===== config.mk =====
export PLATFORM = sky130hd
export DESIGN_NAME = ln_result_serializer
export DESIGN_NICKNAME = d
export VERILOG_FILES = /design/src/rtl/ln_stream_pkg.sv /design/src/rtl/ln_result_serializer.sv
export SDC_FILE = /design/constraint.sdc
export NUM_CORES = 1
export LEC_CHECK = 0
export CAP_MARGIN = 20
export CORE_AREA = 2 2 409 411
export DETAILED_ROUTE_END_ITERATION = 10
export DIE_AREA = 0 0 411 413
export DONT_BUFFER_PORTS = 1
export PLACE_DENSITY = 0.41
export SYNTH_ARGS = -nofsm -noshare
export SYNTH_HDL_FRONTEND = slang
export SYNTH_SLANG_ARGS = --single-unit
export TNS_END_PERCENT = 1

===== constraint.sdc =====
create_clock -name clk -period 37.1 [get_ports clk]
set_clock_uncertainty 0.2 [all_clocks]
set_input_delay 7.42 -clock clk [delete_from_list [all_inputs] [get_ports clk]]
set_output_delay 7.42 -clock clk [all_outputs]
set_load 0.03 [all_outputs]

===== src/rtl/ln_stream_pkg.sv =====
// Shared types and sizing for the LayerNorm streaming path.
package ln_stream_pkg;

  localparam int D_MODEL    = 64;
  localparam int DATA_WIDTH = 16;

  typedef logic [DATA_WIDTH-1:0] word_t;

  typedef enum logic [1:0] {
    IDLE = 2'd0,
    DATA = 2'd1,
    CSUM = 2'd2
  } ser_state_e;

endpackage


===== src/rtl/ln_result_serializer.sv =====
// Captures one flat LayerNorm result vector and replays it as a valid/ready
// word stream, optionally followed by an additive checksum word.
//
// state | meaning
// IDLE  | waiting for a frame; result_ready high
// DATA  | emitting buffered word[idx], advancing on each handshake
// CSUM  | emitting the accumulated checksum as the last word
module ln_result_serializer
  import ln_stream_pkg::ser_state_e;
  import ln_stream_pkg::IDLE;
  import ln_stream_pkg::DATA;
  import ln_stream_pkg::CSUM;
#(
  parameter int D_MODEL     = ln_stream_pkg::D_MODEL,
  parameter int DATA_WIDTH  = ln_stream_pkg::DATA_WIDTH,
  parameter int APPEND_CSUM = 1
) (
  input  logic                          clk,
  input  logic                          rst_n,
  input  logic                          result_valid,
  input  logic [D_MODEL*DATA_WIDTH-1:0] result_in,
  output logic                          result_ready,
  output logic                          out_valid,
  output logic [DATA_WIDTH-1:0]         out_word,
  output logic                          out_last,
  input  logic                          out_ready,
  output logic                          busy,
  output logic                          drop_pulse,
  output logic [7:0]                    frame_cnt
);

  localparam int                IDX_W    = (D_MODEL > 1) ? $clog2(D_MODEL) : 1;
  localparam logic [IDX_W-1:0]  LAST_IDX = IDX_W'(D_MODEL - 1);
  localparam bit                HAS_CSUM = (APPEND_CSUM != 0);
  localparam bit                ONE_WORD = (D_MODEL == 1);

  ser_state_e                    state_q, state_d;
  logic [D_MODEL*DATA_WIDTH-1:0] frame_q;
  logic [IDX_W-1:0]              idx_q, idx_inc;
  logic [DATA_WIDTH-1:0]         acc_q, acc_sum, next_word;
  logic [DATA_WIDTH-1:0]         out_word_q;
  logic                          out_valid_q, out_last_q, drop_q;
  logic [7:0]                    frame_cnt_q;
  logic                          accept, hs, at_last;

  assign accept  = (state_q == IDLE) && result_valid;
  assign hs      = out_valid_q && out_ready;
  assign at_last = (idx_q == LAST_IDX);
  assign acc_sum = acc_q + out_word_q;
  assign idx_inc = at_last ? '0 : idx_q + 1'b1;

  always_ff @(posedge clk or negedge rst_n) begin
    if (!rst_n) state_q <= IDLE;
    else        state_q <= state_d;
  end

  always_comb begin
    state_d = state_q;
    case (state_q)
      IDLE:    if (accept) state_d = DATA;
      DATA:    if (hs && at_last) state_d = HAS_CSUM ? CSUM : IDLE;
      CSUM:    if (hs) state_d = IDLE;
      default: state_d = IDLE;
    endcase
  end

  // Frame buffer is loaded only on accept; the index mux looks one word ahead
  // so the output register can be refilled on the handshake edge.
  always_ff @(posedge clk) begin
    if (accept) frame_q <= result_in;
  end

  always_comb begin
    next_word = frame_q[int'(idx_inc)*DATA_WIDTH +: DATA_WIDTH];
  end

  always_ff @(posedge clk or negedge rst_n) begin
    if (!rst_n) begin
      idx_q       <= '0;
      acc_q       <= '0;
      out_valid_q <= 1'b0;
      out_word_q  <= '0;
      out_last_q  <= 1'b0;
      drop_q      <= 1'b0;
      frame_cnt_q <= '0;
    end else begin
      drop_q <= result_valid && (state_q != IDLE);
      case (state_q)
        IDLE: begin
          if (accept) begin
            idx_q       <= '0;
            acc_q       <= '0;
            out_valid_q <= 1'b1;
            out_word_q  <= result_in[DATA_WIDTH-1:0];
            out_last_q  <= ONE_WORD && !HAS_CSUM;
          end
        end
        DATA: begin
          if (hs) begin
            acc_q <= acc_sum;
            if (at_last) begin
              if (HAS_CSUM) begin
                out_word_q <= acc_sum;
                out_last_q <= 1'b1;
              end else begin
                out_valid_q <= 1'b0;
                out_last_q  <= 1'b0;
                frame_cnt_q <= frame_cnt_q + 8'd1;
              end
            end else begin
              idx_q      <= idx_inc;
              out_word_q <= next_word;
              out_last_q <= !HAS_CSUM && (idx_inc == LAST_IDX);
            end
          end
        end
        CSUM: begin
          if (hs) begin
            out_valid_q <= 1'b0;
            out_last_q  <= 1'b0;
            frame_cnt_q <= frame_cnt_q + 8'd1;
          end
        end
        default: out_valid_q <= 1'b0;
      endcase
    end
  end

  assign busy         = (state_q != IDLE);
  assign result_ready = !busy && rst_n;
  assign out_valid    = out_valid_q;
  assign out_word     = out_word_q;
  assign out_last     = out_last_q;
  assign drop_pulse   = drop_q;
  assign frame_cnt    = frame_cnt_q;

endmodule


==> results.sh <==
export IMPL_syn_to_final_growth_pct=14.91
export IMPL_worstSetupStartpoint="rst_n"
export IMPL_placedCellCount=4957
export IMPL_timing_max_slew_rel_slack_pct=16.18
export IMPL_route_detailed_vias_per_inst=5.190
export IMPL_antenna_found_initial=176
export IMPL_count_of_pins_on_the_block_boundary=1057
export IMPL_postCtsSetupBuffers=0
export IMPL_totalPowerFinal_w=0.003958
export IMPL_p_per_area_nw_per_um2=79.41
export IMPL_endpoint_kind="output pin"
export IMPL_setup_ws_ps=21660
export IMPL_grt_use_total_pct=22.55
export IMPL_netlist_area_before_placement_um2=43380
export IMPL_setup_viol=0
export IMPL_post_route_cells_drive_above_1_share_pct=11.13
export IMPL_yosysWarningCount=0
export IMPL_detail_route_antenna_nets=0
export IMPL_place_detailed_hpwl_mm=145.9
export IMPL_num_vias=27300
export IMPL_register_area_um2=32030
export IMPL_grt_first_pass_wirelength_mm=253.5
export IMPL_leading_area_contributor_after_synthesis="sky130_fd_sc_hd__edfxtp_1"
export IMPL_cts_sinks=1075
export IMPL_synth_seq_area_share_pct=73.83
export IMPL_worstHoldPathType="reg -> reg"
export IMPL_cts_tree="done"
export IMPL_insertion_delay_ps=800
export IMPL_timing_critical_path_slowest_cell_delay_ps=360
export IMPL_grt_pass1_vias=26150
export IMPL_chipWidth_um=411
export IMPL_worst_endpoint_arrival_ps=7820
export IMPL_async_set_or_reset_register_ratio_after_synthesis_pct=4.744
export IMPL_synth_fp_nets=3909
export IMPL_drt_drc=0
export IMPL_fp_coreArea_um2=165900
export IMPL_postCtsHoldBufs=0
export IMPL_synth_edff_count=1024
export IMPL_holdWs_ps=283.4
export IMPL_detail_route_iter0_violations=2780
export IMPL_cells_along_the_critical_path="and2_1"
export IMPL_final_common_cell="sky130_fd_sc_hd__edfxtp_1"
export IMPL_final_min_clock_period_ps=15440
export IMPL_cp_max_fanout=52
export IMPL_critical_path_type="in -> out"
export IMPL_fin_tns_setup_ps=0
export IMPL_cts_buffer_depth=3
export IMPL_clk_root_buffer_cell="sky130_fd_sc_hd__clkbuf_16"
export IMPL_die_height_um=413
export IMPL_num_rows=150
export IMPL_rsz0062_at_grt="no"
export IMPL_fillCellCount=16610
export IMPL_finish_net_count=3925
export IMPL_timing_worst_slew_pin_value_ps=1257
export IMPL_postSynthRegisterBits=1075
export IMPL_numCtsBuffers=121
export IMPL_status="finished clean"
export IMPL_initial_utilization_pct=26.14
export IMPL_yosys_area_top_type_share_pct=70.89
export IMPL_first_pass_iters=5
export IMPL_grt_start_max_net_pins=170
export IMPL_min_delay_start="acc_q[2]"
export IMPL_final_instance_count_excl_fill=5259
export IMPL_hold_path_cell_count=2
export IMPL_worst_path_max_delay_cell="sky130_fd_sc_hd__and2_1"
export IMPL_worstSetupStartpointType="primary input"
export IMPL_avgRoutedWirePerCell_um=37.78
export IMPL_synth_area_per_cell_um2=15.15
export IMPL_htree_levels=3
export IMPL_die_area_um2=169700
export IMPL_wirelength_mm=198.7
export IMPL_yosys_most_used_dff="sky130_fd_sc_hd__edfxtp_1"
export IMPL_place_gp_congestion=0.8275
export IMPL_critPathRequiredTime_ps=29480
export IMPL_fin_max_slew_vios=0
export IMPL_max_vdd_ir_drop_uv=44.66
export IMPL_yosys_cell_types_count=83
export IMPL_fmax_mhz=64.77
export IMPL_dp_slack_ps=21660
export IMPL_most_common_layout_cells="sky130_fd_sc_hd__edfxtp_1, sky130_fd_sc_hd__nand2_1, sky130_fd_sc_hd__clkbuf_16"
export IMPL_p_leak_nw=15.67
export IMPL_multi_input_area_um2=10450
export IMPL_post_cts_resize_count=0
export IMPL_path_depth=1
export IMPL_postSynthCellCount=2863
export IMPL_count_of_buffer_and_inverter_cells_on_the_critical_path=0
export IMPL_netlist_top_cells_area="sky130_fd_sc_hd__edfxtp_1, sky130_fd_sc_hd__dfrtp_1, sky130_fd_sc_hd__nand2_1"
export IMPL_clk_pin_slew_ps=60
export IMPL_worst_r2r_cell_count=13
export IMPL_report_final_hold_viol_count=0
export IMPL_max_cap_violations=0
export IMPL_globalRoute_totalOverflow=0
export IMPL_final_worst_path_period_share_pct=41.61
export IMPL_worst_path_dominant_cell_family="simple AND/OR/NAND/NOR gates"
export IMPL_worstReg2RegStart="idx_q[0]"
export IMPL_port_buffers=0
## flip-flops by register name, indices dropped and copies added, names as in the netlist
signal      flops
out_last        1
out_word       16
idx_q           6
out_valid       1
state_q         2
acc_q          16
frame_q      1024
drop_pulse      1
frame_cnt       8
## metrics by stage
| stage | cell area (um^2) | util, % |
|---|---|---|
| after floorplan | 43380 | - |
| after global placement | 45970 | 27.71 |
| after detailed placement | 45990 | 27.72 |
| after CTS | 49610 | 29.90 |
| after global routing | 49740 | 29.98 |
| final | 49840 | 30.04 |
## worst register-to-register path, stage by stage, from the launching register on
cell,delay [ps]
sky130_fd_sc_hd__dfrtp_4,620
sky130_fd_sc_hd__ha_2,500
sky130_fd_sc_hd__nand2_2,230
sky130_fd_sc_hd__o21ai_4,320
sky130_fd_sc_hd__buf_4,510
sky130_fd_sc_hd__buf_4,740
sky130_fd_sc_hd__buf_4,870
sky130_fd_sc_hd__mux2_2,500
sky130_fd_sc_hd__o2111ai_1,180
sky130_fd_sc_hd__a22oi_1,100
sky130_fd_sc_hd__o41ai_1,690
sky130_fd_sc_hd__buf_4,250
sky130_fd_sc_hd__nand2_1,50
sky130_fd_sc_hd__o32a_1,290
## logic make-up (layout without fill, tap and decap cells)
group | count (synthesis) | in the layout | synth area share, %
multiplexers | 157 | 157 | 4.422
AO/OA/AOI/OAI | 639 | 639 | 10.38
adder cells (fa/ha/maj) | 18 | 18 | 0.5365
flip-flops | 1075 | 1075 | 73.83
XOR/XNOR | 28 | 28 | 0.6173
AND/OR/NAND/NOR | 739 | 739 | 7.757
buffers and inverters | 207 | 326 | 2.458
other | 0 | 73 | 0
## cell usage after synthesis (all sizes together), types with 18 or more instances
master and n:
a22o 18, a211oi 32, clkbuf 66, or3 56, nand3 108, o211ai 72
nor2 107, a21oi 85, a31oi 63, o311ai 27, o22ai 20, mux4 26
buf 125, nand4 20, nand2b 31, dfrtp 51, xnor2 19, edfxtp 1024
nor3 44, o21ai 125, mux2i 114, o221ai 31, nand2 338, a221oi 36
## metal layers
layer / routed length (um) / GRT usage (%)
met5: 563 / 0
met1: 80560 / 28.48
met2: 95370 / 36.98
met3: 17680 / 7.799
met4: 4494 / 5.400
## power breakdown
group | total [W] | internal [W] | leakage [nW] | switching (W)
sequential | 0.00140 | 0.00135 | 9.82 | 0.0000523
clock | 0.00113 | 0.000616 | 1.77 | 0.000515
combinational | 0.00143 | 0.000378 | 4.08 | 0.00105
## worst paths after layout
| check | endpoint | slack (ps) |
|---|---|---|
| worst min register to register | acc_q[2] | 280 |
| worst max register to register | out_word[11] | 30880 |
| worst max-delay path | result_ready | 21660 |
| worst min-delay path | acc_q[2] | 280 |
| max in group asynchronous | acc_q[14] | 30400 |
| min in group asynchronous | idx_q[5] | 6120 |
## area by class of cell
class                   instances  share of cell area (%)
clock buffers                 155                   6.374
diodes                         73                  0.3665
well taps                    2204                   5.533
multi-input cells            1581                   20.97
flip-flops and latches       1075                   64.26
inverters                      16                  0.1305
clock inverters                71                  0.9012
repair buffers                 84                   1.466
(Power assumes the default switching activity.)
